### src/rtl/pers_dispatch_ctrl_if.sv
// Dispatch-side bus between the personality dispatch pins and pers_dispatch_ctrl.
// master = dispatcher, slave = controller.
interface pers_dispatch_ctrl_if;
  logic        disp_inst_vld;
  logic [4:0]  disp_inst;
  logic [17:0] disp_aeg_idx;
  logic        disp_aeg_rd;
  logic        disp_aeg_wr;
  logic [63:0] disp_aeg_wr_data;
  logic [17:0] disp_aeg_cnt;
  logic [15:0] disp_exception;
  logic        disp_idle;
  logic        disp_stall;
  logic        disp_rtn_data_vld;
  logic [63:0] disp_rtn_data;

  modport master (
    output disp_inst_vld, disp_inst, disp_aeg_idx, disp_aeg_rd, disp_aeg_wr, disp_aeg_wr_data,
    input  disp_aeg_cnt, disp_exception, disp_idle, disp_stall, disp_rtn_data_vld, disp_rtn_data
  );

  modport slave (
    input  disp_inst_vld, disp_inst, disp_aeg_idx, disp_aeg_rd, disp_aeg_wr, disp_aeg_wr_data,
    output disp_aeg_cnt, disp_exception, disp_idle, disp_stall, disp_rtn_data_vld, disp_rtn_data
  );
endinterface

### src/rtl/pers_dispatch_ctrl.sv
// Dispatch controller: AEG register file, PE launch and completion tracking.
// Optional PERS_CYCLE_COUNT_EN turns the last AEG into a read-only RUN-cycle counter.
module pers_dispatch_ctrl #(
  parameter int unsigned NUM_AEG    = 16,
  parameter int unsigned NUM_PE     = 4,
  parameter logic [4:0]  START_INST = 5'd0
) (
  input  logic                    clk,
  input  logic                    i_reset,
  pers_dispatch_ctrl_if.slave     disp,
  output logic [NUM_PE-1:0]       pe_start,
  input  logic [NUM_PE-1:0]       pe_done,
  input  logic                    pe_wr_vld,
  input  logic [17:0]             pe_wr_idx,
  input  logic [63:0]             pe_wr_data,
  output logic                    pe_wr_rdy,
  output logic [NUM_AEG*64-1:0]   aeg_q
);

  localparam int unsigned IW      = (NUM_AEG > 1) ? $clog2(NUM_AEG) : 1;
  localparam int unsigned CNT_IDX = NUM_AEG - 1;

  typedef enum logic [1:0] {IDLE, START, RUN} state_e;

  state_e             state_q, state_d;
  logic [63:0]        aeg_mem_q [NUM_AEG];
  logic [63:0]        aeg_mem_d [NUM_AEG];
  logic [NUM_PE-1:0]  coll_q, coll_d;
  logic [NUM_PE-1:0]  pe_start_q, pe_start_d;
  logic               rtn_vld_q, rtn_vld_d;
  logic [63:0]        rtn_data_q, rtn_data_d;
  logic [15:0]        exc_q, exc_d;

  logic               disp_in_rng, pe_in_rng, disp_wr_ok, pe_wr_ok;
  logic [IW-1:0]      disp_sel, pe_sel;
  logic [NUM_PE-1:0]  mask;

  assign disp_in_rng = 32'(disp.disp_aeg_idx) < NUM_AEG;
  assign pe_in_rng   = 32'(pe_wr_idx) < NUM_AEG;
  assign disp_sel    = disp.disp_aeg_idx[IW-1:0];
  assign pe_sel      = pe_wr_idx[IW-1:0];
  assign mask        = aeg_mem_q[0][NUM_PE-1:0];
  assign pe_wr_rdy   = !disp.disp_aeg_wr;

`ifdef PERS_CYCLE_COUNT_EN
  assign disp_wr_ok = disp_in_rng && (32'(disp.disp_aeg_idx) != CNT_IDX);
  assign pe_wr_ok   = pe_in_rng && (32'(pe_wr_idx) != CNT_IDX);
`else
  assign disp_wr_ok = disp_in_rng;
  assign pe_wr_ok   = pe_in_rng;
`endif

  always_comb begin
    aeg_mem_d = aeg_mem_q;
    // Dispatch write has priority; the engine is only acknowledged when it is absent.
    if (disp.disp_aeg_wr) begin
      if (disp_wr_ok) aeg_mem_d[disp_sel] = disp.disp_aeg_wr_data;
    end else if (pe_wr_vld && pe_wr_ok) begin
      aeg_mem_d[pe_sel] = pe_wr_data;
    end
`ifdef PERS_CYCLE_COUNT_EN
    if (state_q == START)    aeg_mem_d[CNT_IDX] = '0;
    else if (state_q == RUN) aeg_mem_d[CNT_IDX] = aeg_mem_q[CNT_IDX] + 64'd1;
`endif
  end

  always_comb begin
    state_d    = state_q;
    coll_d     = coll_q;
    pe_start_d = '0;
    exc_d      = '0;
    rtn_vld_d  = disp.disp_aeg_rd;
    rtn_data_d = (disp.disp_aeg_rd && disp_in_rng) ? aeg_mem_q[disp_sel] : '0;
    exc_d[1]   = (disp.disp_aeg_rd || disp.disp_aeg_wr) && !disp_in_rng;
    unique case (state_q)
      IDLE: begin
        if (disp.disp_inst_vld) begin
          if (disp.disp_inst == START_INST) begin
            state_d    = START;
            pe_start_d = mask;
          end else begin
            exc_d[0] = 1'b1;
          end
        end
      end
      START: begin
        coll_d  = '0;
        state_d = RUN;
      end
      RUN: begin
        coll_d = coll_q | pe_done;
        if (((coll_q | pe_done) & mask) == mask) state_d = IDLE;
      end
      default: state_d = IDLE;
    endcase
  end

  always_ff @(posedge clk) begin
    if (i_reset) begin
      state_q    <= IDLE;
      aeg_mem_q  <= '{default: '0};
      coll_q     <= '0;
      pe_start_q <= '0;
      rtn_vld_q  <= 1'b0;
      rtn_data_q <= '0;
      exc_q      <= '0;
    end else begin
      state_q    <= state_d;
      aeg_mem_q  <= aeg_mem_d;
      coll_q     <= coll_d;
      pe_start_q <= pe_start_d;
      rtn_vld_q  <= rtn_vld_d;
      rtn_data_q <= rtn_data_d;
      exc_q      <= exc_d;
    end
  end

  always_comb begin
    aeg_q = '0;
    for (int unsigned i = 0; i < NUM_AEG; i++) aeg_q[64*i +: 64] = aeg_mem_q[i];
  end

  assign pe_start               = pe_start_q;
  assign disp.disp_aeg_cnt       = 18'(NUM_AEG);
  assign disp.disp_exception     = exc_q;
  assign disp.disp_idle          = (state_q == IDLE);
  assign disp.disp_stall         = (state_q != IDLE);
  assign disp.disp_rtn_data_vld  = rtn_vld_q;
  assign disp.disp_rtn_data      = rtn_data_q;

endmodule

### src/flat_wrapper.sv
// flat-port wrapper written by rule: the top's interface ports become plain ports
module pers_dispatch_ctrl_flat 
#(
  parameter int unsigned NUM_AEG    = 16,
  parameter int unsigned NUM_PE     = 4,
  parameter logic [4:0]  START_INST = 5'd0
)
  (clk, i_reset, pe_start, pe_done, pe_wr_vld, pe_wr_idx, pe_wr_data, pe_wr_rdy, aeg_q, disp_disp_inst_vld, disp_disp_inst, disp_disp_aeg_idx, disp_disp_aeg_rd, disp_disp_aeg_wr, disp_disp_aeg_wr_data, disp_disp_aeg_cnt, disp_disp_exception, disp_disp_idle, disp_disp_stall, disp_disp_rtn_data_vld, disp_disp_rtn_data);
  pers_dispatch_ctrl_if disp_i ();
  input  logic clk;
  input  logic i_reset;
  output logic [NUM_PE-1:0] pe_start;
  input  logic [NUM_PE-1:0] pe_done;
  input  logic pe_wr_vld;
  input  logic [17:0] pe_wr_idx;
  input  logic [63:0] pe_wr_data;
  output logic pe_wr_rdy;
  output logic [NUM_AEG*64-1:0] aeg_q;
  input wire logic [$bits(disp_i.disp_inst_vld)-1:0] disp_disp_inst_vld;
  input wire logic [$bits(disp_i.disp_inst)-1:0] disp_disp_inst;
  input wire logic [$bits(disp_i.disp_aeg_idx)-1:0] disp_disp_aeg_idx;
  input wire logic [$bits(disp_i.disp_aeg_rd)-1:0] disp_disp_aeg_rd;
  input wire logic [$bits(disp_i.disp_aeg_wr)-1:0] disp_disp_aeg_wr;
  input wire logic [$bits(disp_i.disp_aeg_wr_data)-1:0] disp_disp_aeg_wr_data;
  output wire logic [$bits(disp_i.disp_aeg_cnt)-1:0] disp_disp_aeg_cnt;
  output wire logic [$bits(disp_i.disp_exception)-1:0] disp_disp_exception;
  output wire logic [$bits(disp_i.disp_idle)-1:0] disp_disp_idle;
  output wire logic [$bits(disp_i.disp_stall)-1:0] disp_disp_stall;
  output wire logic [$bits(disp_i.disp_rtn_data_vld)-1:0] disp_disp_rtn_data_vld;
  output wire logic [$bits(disp_i.disp_rtn_data)-1:0] disp_disp_rtn_data;
  assign disp_i.disp_inst_vld = disp_disp_inst_vld;
  assign disp_i.disp_inst = disp_disp_inst;
  assign disp_i.disp_aeg_idx = disp_disp_aeg_idx;
  assign disp_i.disp_aeg_rd = disp_disp_aeg_rd;
  assign disp_i.disp_aeg_wr = disp_disp_aeg_wr;
  assign disp_i.disp_aeg_wr_data = disp_disp_aeg_wr_data;
  assign disp_disp_aeg_cnt = disp_i.disp_aeg_cnt;
  assign disp_disp_exception = disp_i.disp_exception;
  assign disp_disp_idle = disp_i.disp_idle;
  assign disp_disp_stall = disp_i.disp_stall;
  assign disp_disp_rtn_data_vld = disp_i.disp_rtn_data_vld;
  assign disp_disp_rtn_data = disp_i.disp_rtn_data;
  pers_dispatch_ctrl #(.NUM_AEG(NUM_AEG), .NUM_PE(NUM_PE), .START_INST(START_INST)) u_core (.clk(clk), .i_reset(i_reset), .disp(disp_i), .pe_start(pe_start), .pe_done(pe_done), .pe_wr_vld(pe_wr_vld), .pe_wr_idx(pe_wr_idx), .pe_wr_data(pe_wr_data), .pe_wr_rdy(pe_wr_rdy), .aeg_q(aeg_q));
endmodule
### config.mk
export PLATFORM = sky130hd
export DESIGN_NAME = pers_dispatch_ctrl_flat
export DESIGN_NICKNAME = d
export VERILOG_FILES = /design/src/rtl/pers_dispatch_ctrl_if.sv /design/src/rtl/pers_dispatch_ctrl.sv /design/src/flat_wrapper.sv
export SDC_FILE = /design/constraint.sdc
export NUM_CORES = 2
export LEC_CHECK = 0
export ABC_AREA = 1
export CAP_MARGIN = 40
export CORE_AREA = 5 5 500 502
export DETAILED_ROUTE_END_ITERATION = 12
export DIE_AREA = 0 0 505 507
export GPL_TIMING_DRIVEN = 0
export PLACE_DENSITY = 0.52
export SLEW_MARGIN = 40
export SYNTH_ARGS = -nofsm -noshare
export SYNTH_HDL_FRONTEND = slang
export SYNTH_SLANG_ARGS = --single-unit
### constraint.sdc
create_clock -name clk -period 2.7 [get_ports clk]
set_input_delay 0.81 -clock clk [delete_from_list [all_inputs] [get_ports clk]]
set_output_delay 0.81 -clock clk [all_outputs]
set_load 0.01 [all_outputs]
==> metrics <==
run status=complete, but fails checks; failing checks=setup timing; post-synth top area share=32.8%; Clock Latency Late Sink=0.85 ns; fin crit period=2.84 ns; GPL Wtd Cong=1.04; total track usage=41.3%; layout cell share with drive strength beyond 1=9.48%; post-route setup slack=-0.140 ns; CTS tree=done; Syn Area/Cell=5.77 µm²; CTS buffer count=146; Critical Path AT=3.58 ns; first-pass GRT wire length=726 mm; initial antenna violation count=93; CP endpoint kind=flip-flop; Max Slew Vio Count=0; drt total wl=557 mm; Max Cap Viol=0; crit start category=input pin; CTS Hold Bufs=0; RSZ-0062 raised after global routing=true; mapped cell area=67200 µm²; #FFs+latches synth=1101; core area=245000 µm²; Yosys cell types=23; Fin Clk Skew=0.0278 ns; Achievable Freq=352 MHz; wire per inst=33.6 µm; Via density=5.48; Final Hold Vio Count=0; Clock transition at path regs=0.06 ns; grt total ovfl=0; Synth Instances=11.6k; final antenna-violating net count=0; Synthesis Warnings=0; final net count=13.3k; Worst Hold Class=reg2reg; multi-input logic area=36200 µm²; final period utilization=105%; register area=22300 µm²; # IOs=1309; post-route cell area=90900 µm²; dpl cells=16.2k; row count=182; Leakage=36.9 nW; Least-Margin Pin Slew=0.966 ns; post-place setup slack=-1.57 ns; Area contributors post-synth=dfxtp_1 33%, nand2_1 20%, nand3_1 8.6%, a21oi_1 7.7%, o21ai_0 7.2%; DR vias=90.8k; maximum VDD drop=0.000677 V; Die X=505 µm; Starting Density=27.5%; placed cell area=85200 µm²; largest net degree at the start of global routing=17; Setup CP Type=in2reg; Req. time, crit path=3.44 ns; htree depth=4; Pwr per Cell Area=473 nW/µm²; # setup viols final=29; Clock Tree Root=clkbuf_16; Clock Sinks=1101; R2R Setup Slk=1.29 ns; register area share after synthesis=32.8%; hpwl dp=441 mm; Max FO, Critical Path=13; Layout Cells excl Fill=16.6k; die area=256000 µm²; Port Buffers=1275; area grow syn2layout=35.2%; post-route DRC violation count=0; drt pass-1 iters=8; DRT iter0 DRCs=13.3k; leading area contributor after synthesis=dfxtp_1; vias in the first global route=80.6k; Worst slew margin=35.6%; die outline height=507 µm; clk buf depth=3; fillers=27.8k
-- state kept, by name, indices dropped and copies added, names as in the netlist --
signal                         count
u_core.disp.disp_rtn_data_vld      1
u_core.pe_start                    4
u_core.aeg_q                    1024
u_core.disp.disp_exception         2
u_core.state_q                     2
u_core.disp.disp_rtn_data         64
u_core.coll_q                      4
-- final cells by class --
| class | instances | area share [%] |
|---|---|---|
| sequential | 1101 | 24.5 |
| multi-input combinational | 8328 | 39.8 |
| clock inverter | 63 | 0.902 |
| tap | 3220 | 4.43 |
| clock buffer | 198 | 4.63 |
| buffer | 984 | 5.79 |
| antenna | 90 | 0.248 |
| inverter | 1254 | 5.18 |
| timing repair buffer | 1315 | 14.4 |
-- metal layers --
metal  part of all wire, %  GRT usage, %  up-vias
met5                 0.058         0.222        -
met4                   8.5          31.2       42
met3                    13          16.4     1411
met2                    41          60.1     6578
met1                    37          48.5    42900
li1                      -             -    39800
-- cells in the final DEF (no fill, tap or decap), types with 8 or more instances in the layout --
cell and n:
nor2_2 64, nor2_1 1205, conb_1 32, nor2_4 13, clkbuf_4 68, o21ai_0 955
buf_2 404, buf_16 23, clkbuf_2 100, clkbuf_16 151, buf_4 91, clkdlybuf4s50_1 790
bufinv_16 16, buf_8 9, dlymetal6s2s_1 22, nand2_1 3582, buf_6 29, clkbuf_1 233
inv_6 8, buf_12 10, dfxtp_2 164, clkbuf_8 25, dlygate4sd2_1 455, clkinv_2 29
nand4_1 258, dfxtp_1 918, a21oi_1 1034, dfxtp_4 19, inv_1 1249, nand3_1 1158
diode_2 90, buf_1 78
-- cells in the mapped netlist, drive strengths merged --
cell       n
nand2   3590
nor2    1282
inv     1254
nand3   1159
dfxtp   1101
a21oi   1034
o21ai    965
buf      658
clkbuf   332
nand4    258
ha         3
o22ai      3
conb       2
a221oi     1
or2        1
-- cells by family (layout without fill, tap and decap cells) --
family	count (synthesis)	after routing	share of synthesized area, %
other cells	2	122	0.0112
compound gates	2003	2003	14.9
flops	1101	1101	32.8
simple gates	6290	6290	38.5
fa+ha+maj	3	3	0.0558
buf+inv	2244	3814	13.7
-- power breakdown --
group / leakage (nW) / internal [W] / switching [W] / total, W
combinational: 25.5 / 0.00114 / 0.00430 / 0.00544
sequential: 8.96 / 0.0162 / 0.0000129 / 0.0163
clock: 2.48 / 0.0125 / 0.00886 / 0.0213
total: 36.9 / 0.0298 / 0.0132 / 0.0430
-- worst max-delay path: stages --
cell,delay [ns]
clkdlybuf4s50_1,0.53
nor2_1,0.30
nand3_1,0.19
nand2_1,0.12
buf_4,0.50
clkbuf_1,0.64
nand3_1,0.22
nand2_1,0.17
nor2_1,0.06
-- stage by stage --
stage	util, %	setup TNS, ns	hold WS [ns]	power (W)
4_1_cts	36.9	-0.00834	0.501	0.0427
3_5_place_dp	34.8	-1274.87	0.491	0.0217
5_1_grt	37.1	-0.110	0.523	0.0436
3_3_place_gp	34.4	-1954.28	0.488	0.0216
2_1_floorplan	-	0	0.465	0.0189
6_report	37.1	-0.863	0.507	0.0430
-- repair_timing --
action | CTS | global route
endpoints found under the setup margin | 1711 | 701
pin swaps | 1 | 2
buffers inserted | 2 | 2
resized for setup | 812 | 213
cloned | 0 | 0
-- final timing paths --
path	from	to	cells past startpoint
max	pe_wr_idx[2]	u_core.aeg_q[31]$_SDFFE_PP0P_	9
min	u_core.aeg_q[212]$_SDFFE_PP0P_	u_core.aeg_q[212]$_SDFFE_PP0P_	2
max reg2reg	u_core.aeg_q[263]$_SDFFE_PP0P_	u_core.disp.disp_rtn_data[7]$_SDFF_PP0_	6
min reg2reg	u_core.aeg_q[212]$_SDFFE_PP0P_	u_core.aeg_q[212]$_SDFFE_PP0P_	2
(Power assumes the default switching activity.)
